### src/rtl/muldiv_unit.sv
// rtl/muldiv_unit.sv - iterative HI/LO multiply/divide unit with MTHI/MTLO and cancel
module muldiv_unit #(
    parameter int WIDTH = 32
) (
    input  logic             clk,
    input  logic             reset_n_i,
    input  logic             start_i,
    input  logic [2:0]       op_i,
    input  logic [WIDTH-1:0] rs_i,
    input  logic [WIDTH-1:0] rt_i,
    input  logic             cancel_i,
    output logic             busy_o,
    output logic             done_o,
    output logic [WIDTH-1:0] hi_o,
    output logic [WIDTH-1:0] lo_o
);

    typedef enum logic [1:0] {
        IDLE   = 2'd0,
        CALC   = 2'd1,
        FINISH = 2'd2
    } state_t;

    localparam logic [2:0] OP_MULT  = 3'd0;
    localparam logic [2:0] OP_MULTU = 3'd1;
    localparam logic [2:0] OP_DIV   = 3'd2;
    localparam logic [2:0] OP_DIVU  = 3'd3;
    localparam logic [2:0] OP_MTHI  = 3'd4;
    localparam logic [2:0] OP_MTLO  = 3'd5;

    localparam logic [WIDTH-1:0] LAST_ITER = WIDTH'(WIDTH - 1);

    state_t           state;
    logic             is_div;
    logic             neg_lo;
    logic             neg_hi;
    logic [WIDTH-1:0] cnt;
    logic [WIDTH-1:0] acc;
    logic [WIDTH-1:0] lo_reg;
    logic [WIDTH-1:0] mcand;

    logic             rs_neg;
    logic             rt_neg;
    logic [WIDTH-1:0] rs_mag;
    logic [WIDTH-1:0] rt_mag;
    logic [WIDTH:0]   add_sum;
    logic [WIDTH:0]   rem_shift;
    logic [WIDTH:0]   diff;
    logic [2*WIDTH-1:0] prod;
    logic [2*WIDTH-1:0] prod_fix;
    logic [WIDTH-1:0] quo_fix;
    logic [WIDTH-1:0] rem_fix;

    assign busy_o = (state != IDLE);

    // Operand magnitudes, one iteration step and the final sign correction
    always_comb begin
        rs_neg    = ~op_i[0] & rs_i[WIDTH-1];
        rt_neg    = ~op_i[0] & rt_i[WIDTH-1];
        rs_mag    = rs_neg ? -rs_i : rs_i;
        rt_mag    = rt_neg ? -rt_i : rt_i;
        add_sum   = {1'b0, acc} + (lo_reg[0] ? {1'b0, mcand} : {(WIDTH+1){1'b0}});
        rem_shift = {acc, lo_reg[WIDTH-1]};
        diff      = rem_shift - {1'b0, mcand};
        prod      = {acc, lo_reg};
        prod_fix  = neg_lo ? -prod : prod;
        quo_fix   = neg_lo ? -lo_reg : lo_reg;
        rem_fix   = neg_hi ? -acc : acc;
    end

    // Control FSM, iterative datapath and architectural HI/LO registers
    always_ff @(posedge clk or negedge reset_n_i) begin
        if (!reset_n_i) begin
            state  <= IDLE;
            is_div <= 1'b0;
            neg_lo <= 1'b0;
            neg_hi <= 1'b0;
            cnt    <= '0;
            acc    <= '0;
            lo_reg <= '0;
            mcand  <= '0;
            done_o <= 1'b0;
            hi_o   <= '0;
            lo_o   <= '0;
        end else begin
            done_o <= 1'b0;
            case (state)
                IDLE: begin
                    if (start_i) begin
                        case (op_i)
                            OP_MULT, OP_MULTU, OP_DIV, OP_DIVU: begin
                                is_div <= op_i[1];
                                cnt    <= '0;
                                if (op_i[1] && (rt_i == '0)) begin
                                    // divide by zero: preset the result and skip iteration
                                    acc    <= rs_i;
                                    lo_reg <= '1;
                                    mcand  <= '0;
                                    neg_lo <= 1'b0;
                                    neg_hi <= 1'b0;
                                    state  <= FINISH;
                                end else begin
                                    acc    <= '0;
                                    neg_lo <= rs_neg ^ rt_neg;
                                    neg_hi <= op_i[1] ? rs_neg : (rs_neg ^ rt_neg);
                                    mcand  <= op_i[1] ? rt_mag : rs_mag;
                                    lo_reg <= op_i[1] ? rs_mag : rt_mag;
                                    state  <= CALC;
                                end
                            end
                            OP_MTHI: hi_o <= rs_i;
                            OP_MTLO: lo_o <= rs_i;
                            default: ;
                        endcase
                    end
                end
                CALC: begin
                    if (cancel_i) begin
                        state <= IDLE;
                    end else begin
                        if (is_div) begin
                            acc    <= diff[WIDTH] ? rem_shift[WIDTH-1:0] : diff[WIDTH-1:0];
                            lo_reg <= {lo_reg[WIDTH-2:0], ~diff[WIDTH]};
                        end else begin
                            acc    <= add_sum[WIDTH:1];
                            lo_reg <= {add_sum[0], lo_reg[WIDTH-1:1]};
                        end
                        cnt <= cnt + 1'b1;
                        if (cnt == LAST_ITER) begin
                            state <= FINISH;
                        end
                    end
                end
                FINISH: begin
                    state <= IDLE;
                    if (!cancel_i) begin
                        done_o <= 1'b1;
                        if (is_div) begin
                            hi_o <= rem_fix;
                            lo_o <= quo_fix;
                        end else begin
                            hi_o <= prod_fix[2*WIDTH-1:WIDTH];
                            lo_o <= prod_fix[WIDTH-1:0];
                        end
                    end
                end
                default: state <= IDLE;
            endcase
        end
    end

endmodule

### config.mk
export PLATFORM = sky130hd
export DESIGN_NAME = muldiv_unit
export DESIGN_NICKNAME = d
export VERILOG_FILES = /design/src/rtl/muldiv_unit.sv
export SDC_FILE = /design/constraint.sdc
export NUM_CORES = 1
export LEC_CHECK = 0
export BUFFER_PORTS_ARGS = -buffer_cell sky130_fd_sc_hd__clkbuf_2
export CELL_PAD_IN_SITES_DETAIL_PLACEMENT = 1
export CELL_PAD_IN_SITES_GLOBAL_PLACEMENT = 2
export CORE_ASPECT_RATIO = 1.5
export CORE_MARGIN = 4
export CORE_UTILIZATION = 40
export CTS_BUF_LIST = sky130_fd_sc_hd__clkbuf_4 sky130_fd_sc_hd__clkbuf_8 sky130_fd_sc_hd__clkbuf_16
export DETAILED_ROUTE_END_ITERATION = 16
export PLACE_DENSITY_LB_ADDON = 0.1
export RECOVER_POWER = 25
export REMOVE_ABC_BUFFERS = 1
export SYNTH_ARGS = -nofsm -noshare
export SYNTH_HDL_FRONTEND = slang
export SYNTH_SLANG_ARGS = --single-unit
### constraint.sdc
create_clock -name clk -period 8 [get_ports clk]
set_input_delay 0.4 -clock clk [delete_from_list [all_inputs] [get_ports clk]]
set_output_delay 0.4 -clock clk [all_outputs]
set_load 0.01 [all_outputs]
Word-level counts from Yosys, hierarchy flattened
Index checks and enable logic that the tools add are counted.
{"block": "totals", "reg_bits": 198, "in_bits": 71, "out_inout_bits": 66, "wordCells": 99}
{"block": "op_classes", "addsub": 8, "n_eq_ne": 15, "n_mux": 47, "bitwise_logic": 5, "reduce_logical": 13}
{"operator": "two-way mux 32 bit", "n": 30}
{"operator": "case mux 32 bit (2 select lines)", "n": 5}
{"operator": "negator 32 bit", "n": 4}
{"operator": "two-way mux 64 bit", "n": 1}
{"operator": "negator 64 bit", "n": 1}
{"operator": "adder 32 x 32 -> 33 bit", "n": 1}
{"operator": "subtractor 33 x 32 -> 33 bit", "n": 1}
{"operator": "adder 32 x 1 -> 32 bit, second input constant", "n": 1}
{"operator": "== test 32 x 5 -> 1 bit, second input constant", "n": 1}
{"operator": "logical NOT 32 bit", "n": 1}
{"operator": "AND reduction 4 bit", "n": 3}
{"operator": "two-way mux 2 bit", "n": 5}
{"operator": "== test 3 x 2 -> 1 bit, second input constant", "n": 2}
{"operator": "== test 3 bit, second input constant", "n": 2}
{"operator": "!= test 2 x 1 -> 1 bit, second input constant", "n": 3}
{"operator": "!= test 2 bit, second input constant", "n": 3}
{"operator": "AND reduction 3 bit", "n": 2}
{"operator": "nonzero test 2 bit", "n": 3}
{"operator": "two-way mux 1 bit", "n": 5}
{"operator": "case mux 2 bit (2 select lines)", "n": 1}
{"operator": "OR reduction 4 bit", "n": 1}
{"operator": "== test 3 x 1 -> 1 bit, second input constant", "n": 1}
{"operator": "logical NOT 3 bit", "n": 1}
{"operator": "!= test 3 bit, second input constant", "n": 1}
{"operator": "other kinds (7)", "n": 9}

Depth between registers and ports, before layout
{"block": "logic_depth", "depth_word": 8, "mapped_depth": 14}

Least setup slack after synthesis
No wires, ideal clock.
{"block": "synth_path", "path_type": "register to register", "start": "reg lo_reg[0]", "end": "reg acc[26]", "setup_time_ns": 0.104, "arrival_time_ns": 3.153, "t_required_ns": 7.896, "path_slack_ns": 4.743, "path_stages_with_launch": 14, "n_path_buf": 1, "period_less_slack_ns": 3.257, "path_cell_list": "dfrtp_1 inv_1 clkbuf_1 nor2_1 ha_1 a21oi_1 a21boi_0 o21ba_2 a211o_1 a2111oi_4 o21ai_1 a21boi_1 xor2_1 a221oi_1"}
{"block": "synth_between", "elab_chain_len": 5}
{"element": "start, declared", "line_no": "39", "source": "logic [WIDTH-1:0] lo_reg;"}
{"element": "start signal, assigned", "line_no": "107", "source": "lo_reg <= op_i[1] ? rs_mag : rt_mag;"}
{"element": "start signal, assigned", "line_no": "123", "source": "lo_reg <= {lo_reg[WIDTH-2:0], ~diff[WIDTH]};"}
{"element": "start signal, assigned", "line_no": "126", "source": "lo_reg <= {add_sum[0], lo_reg[WIDTH-1:1]};"}
{"element": "two-way mux 32 bit", "line_no": "62", "source": "add_sum = {1'b0, acc} + (lo_reg[0] ? {1'b0, mcand} : {(WIDTH+1){1'b0}});"}
{"element": "adder 32 x 32 -> 33 bit", "line_no": "62"}
{"element": "two-way mux 32 bit", "line_no": "121", "source": "if (is_div) begin"}
{"element": "two-way mux 32 bit", "line_no": "118", "source": "if (cancel_i) begin"}
{"element": "case mux 32 bit (2 select lines)", "line_no": "87", "source": "case (state)"}
{"element": "end signal, assigned", "line_no": "96", "source": "acc <= rs_i;"}
{"element": "end signal, assigned", "line_no": "122", "source": "acc <= diff[WIDTH] ? rem_shift[WIDTH-1:0] : diff[WIDTH-1:0];"}
{"element": "end signal, assigned", "line_no": "125", "source": "acc <= add_sum[WIDTH:1];"}
{"element": "end, declared", "line_no": "38", "source": "logic [WIDTH-1:0] acc;"}
No other way between the ends. The select of a mux whose other input is x is not followed.
A chain may end at the register's enable or synchronous reset.

Worst setup path after layout
{"block": "layout_path", "start": "reg lo_reg[0]", "end": "reg acc[27]"}
Same word-level chain as after synthesis.

==> results.sh <==
export IMPL_worstMarginPinSlew_ps=1150
export IMPL_slew_viol_final=0
export IMPL_h_tree_depth=4
export IMPL_start_kind="flop"
export IMPL_die_x_um=174
export IMPL_max_cap_violations=0
export IMPL_min_path_type="input port to flop"
export IMPL_min_from="rs_i[18]"
export IMPL_clkLatencyLatePin_ps=480
export IMPL_cts_buffers=17
export IMPL_dpl_cell_area_mm2=0.0178
export IMPL_cts_tree="yes"
export IMPL_antenna_found_initial=5
export IMPL_end_kind="flop"
export IMPL_report_final_setup_viol=0
export IMPL_fin_crit_ps=4040
export IMPL_status="finished clean"
export IMPL_grt_busiest_layer="met2"
export IMPL_critPathKind="flop to flop"
export IMPL_core_rowCount=91
export IMPL_powerDensity_mw_per_mm2=357
export IMPL_crit_fanout=33
export IMPL_startpoint="lo_reg[0]$_DFFE_PN0P_"
export IMPL_clk_pin_slew_worst_paths_ps=70
export IMPL_synthTopCellsByArea="dfrtp_1 (30%), xnor2_1 (6.0%), nand2_1 (5.6%)"
export IMPL_power_leakage_nw=7.90
export IMPL_grt_max_degree=100
export IMPL_fin_crit_sh=0.505
export IMPL_cp_arrival_ps=4370
export IMPL_grt_ovfl_total=0
export IMPL_final_area_mm2=0.0184
export IMPL_area_growth_pct=10.6
export IMPL_netlist_area_mm2=0.0166
export IMPL_r2r_start="lo_reg[0]$_DFFE_PN0P_"
export IMPL_syn_avg_cell_area_um2=7.88
export IMPL_post_cts_buffers=0
export IMPL_setup_tns_ps=0
export IMPL_fill_cells=5056
export IMPL_syn_inst=2109
export IMPL_rsz0062_at_grt="no"
export IMPL_port_buffers=136
export IMPL_ys_flop_type="dfrtp_1"
export IMPL_fin_skew_ps=10.9
export IMPL_finalHoldViolCount=0
export IMPL_root_buffer="clkbuf_16"
export IMPL_hpwl_um=54300
export IMPL_core_area_mm2=0.0411
export IMPL_antenna_left=0
export IMPL_met2_usage=0.552
export IMPL_gp_congestion=0.903
export IMPL_vias_per_cell=6.08
export IMPL_clockBufferDepth=2
export IMPL_drc=0
export IMPL_drt_initial_drc_count=1121
export IMPL_vdd_drop_max_mv=0.258
export IMPL_post_cts_resized=0
export IMPL_grtUsageTotal=0.312
export IMPL_cp_data_required_time_ps=8330
export IMPL_dieArea_mm2=0.0449
export IMPL_cts_hold_buf=1
export IMPL_use_met1=0.362
export IMPL_synth_top_area_cell="dfrtp_1"
export IMPL_drive_above_1_share=0.113
export IMPL_grt_use_met3=0.0369
export IMPL_ys_async_sr_fraction=1.00
export IMPL_yosys_area_top_type_share=0.298
export IMPL_ys_ff_latch=198
export IMPL_die_h_um=258
export IMPL_start_util=0.404
export IMPL_wl_um=70600
export IMPL_grt_pass1_wl_um=107000
export IMPL_synth_edff_count=0
export IMPL_io_pins=137
export IMPL_drtPass1Iterations=7
export IMPL_ys_seq_area_frac=0.298
export IMPL_ys_warn_count=0
export IMPL_clock_sinks=198
export IMPL_vias=16700
export IMPL_nNetsFinal=2311
export IMPL_synth_distinct_cells=87
export IMPL_fmax_mhz=248
export IMPL_grt_pass1_vias=17400
export IMPL_avgRoutedWirePerCell_um=25.7
export IMPL_relSlewSlack=0.233
-- Yosys cell counts, types with 19 or more instances --
cell / n
inv_1: 67
nand2_1: 246
nand3_1: 49
xor2_1: 77
mux2i_1: 51
nor4_1: 19
nor2b_1: 21
ha_1: 69
a31oi_1: 27
xnor2_1: 113
clkbuf_1: 94
a21o_1: 34
or3_1: 24
nor3_1: 33
o21ai_0: 170
nand2b_1: 23
nand4_1: 23
dfrtp_1: 198
a21oi_1: 184
nor2_1: 227
o31ai_1: 54
-- layer usage --
layer / part of all wire / up-vias / routed length, µm
li1: - / 7692 / -
met1: 0.39 / 8401 / 27500
met2: 0.51 / 430 / 36000
met3: 0.036 / 154 / 2510
met4: 0.065 / 2 / 4570
met5: 0.00018 / - / 13
-- layout by cell type (no fill, tap or decap), types with 34 or more instances in the layout --
cell	count
nand2_1	246
nor2_1	225
dfrtp_1	197
a21oi_1	184
o21ai_0	170
clkbuf_2	118
xnor2_1	113
xor2_1	77
ha_1	69
inv_1	67
o31ai_1	54
mux2i_1	51
nand3_1	49
a21o_1	34
-- power by group --
group / switching [W] / internal [W]
clock: 0.000431 / 0.000503
combinational: 0.00233 / 0.00148
sequential: 0.000501 / 0.00132
total: 0.00326 / 0.00331
-- worst max-delay path, stage by stage, from the launching register on --
cell and delay, ps:
dfrtp_1 440, inv_1 70, buf_4 390, nor2_1 160, fa_1 470, a211oi_1 340, o211ai_1 140, a211o_1 310
o211a_1 260, o21ai_1 340, o31ai_1 200, xor2_1 170, a222oi_1 390, o21ai_0 190
-- metrics by stage --
stage	std cells	total power (W)	hold WS, ps	setup WS [ps]	utilization
3_5_place_dp	2707	0.00562	469	3970	0.433
4_1_cts	2739	0.00658	269	3950	0.448
3_3_place_gp	2707	0.00554	463	4150	0.433
6_report	2742	0.00657	285	3960	0.447
5_1_grt	2739	0.00705	276	3580	0.447
2_1_floorplan	1987	0.00430	104	2300	-
-- area by class of cell --
cell class,instances,area (µm²),area share
clock inverters,7,95.1,0.00517
repair buffers,163,875,0.0476
well taps,558,698,0.0380
multi-input cells,1722,11000,0.598
flip-flops and latches,198,4960,0.270
inverters,67,251,0.0137
diodes,3,7.51,0.000408
clock buffers,24,503,0.0274
-- worst paths after layout --
path	endpoint	slack [ps]	cells past startpoint
min reg2reg	lo_o[16]$_DFFE_PN0P_	480	2
min	acc[18]$_DFFE_PN0P_	280	3
min in group asynchronous	cnt[20]$_DFFE_PN0P_	560	2
max	acc[27]$_DFFE_PN0P_	3960	13
max in group asynchronous	lo_o[4]$_DFFE_PN0P_	5430	4
max reg2reg	acc[27]$_DFFE_PN0P_	3960	13
-- cell families after synthesis --
group	Yosys count	share of synthesized area
AOI/OAI and AO/OA	641	0.241
xor gates and xnor gates	190	0.100
and+or+nand+nor	752	0.221
buffers and inverters	189	0.0436
DFF	198	0.298
adders and majority gates	71	0.0544
muxes	68	0.0422
No activity file was read; power rests on OpenSTA's default activity.
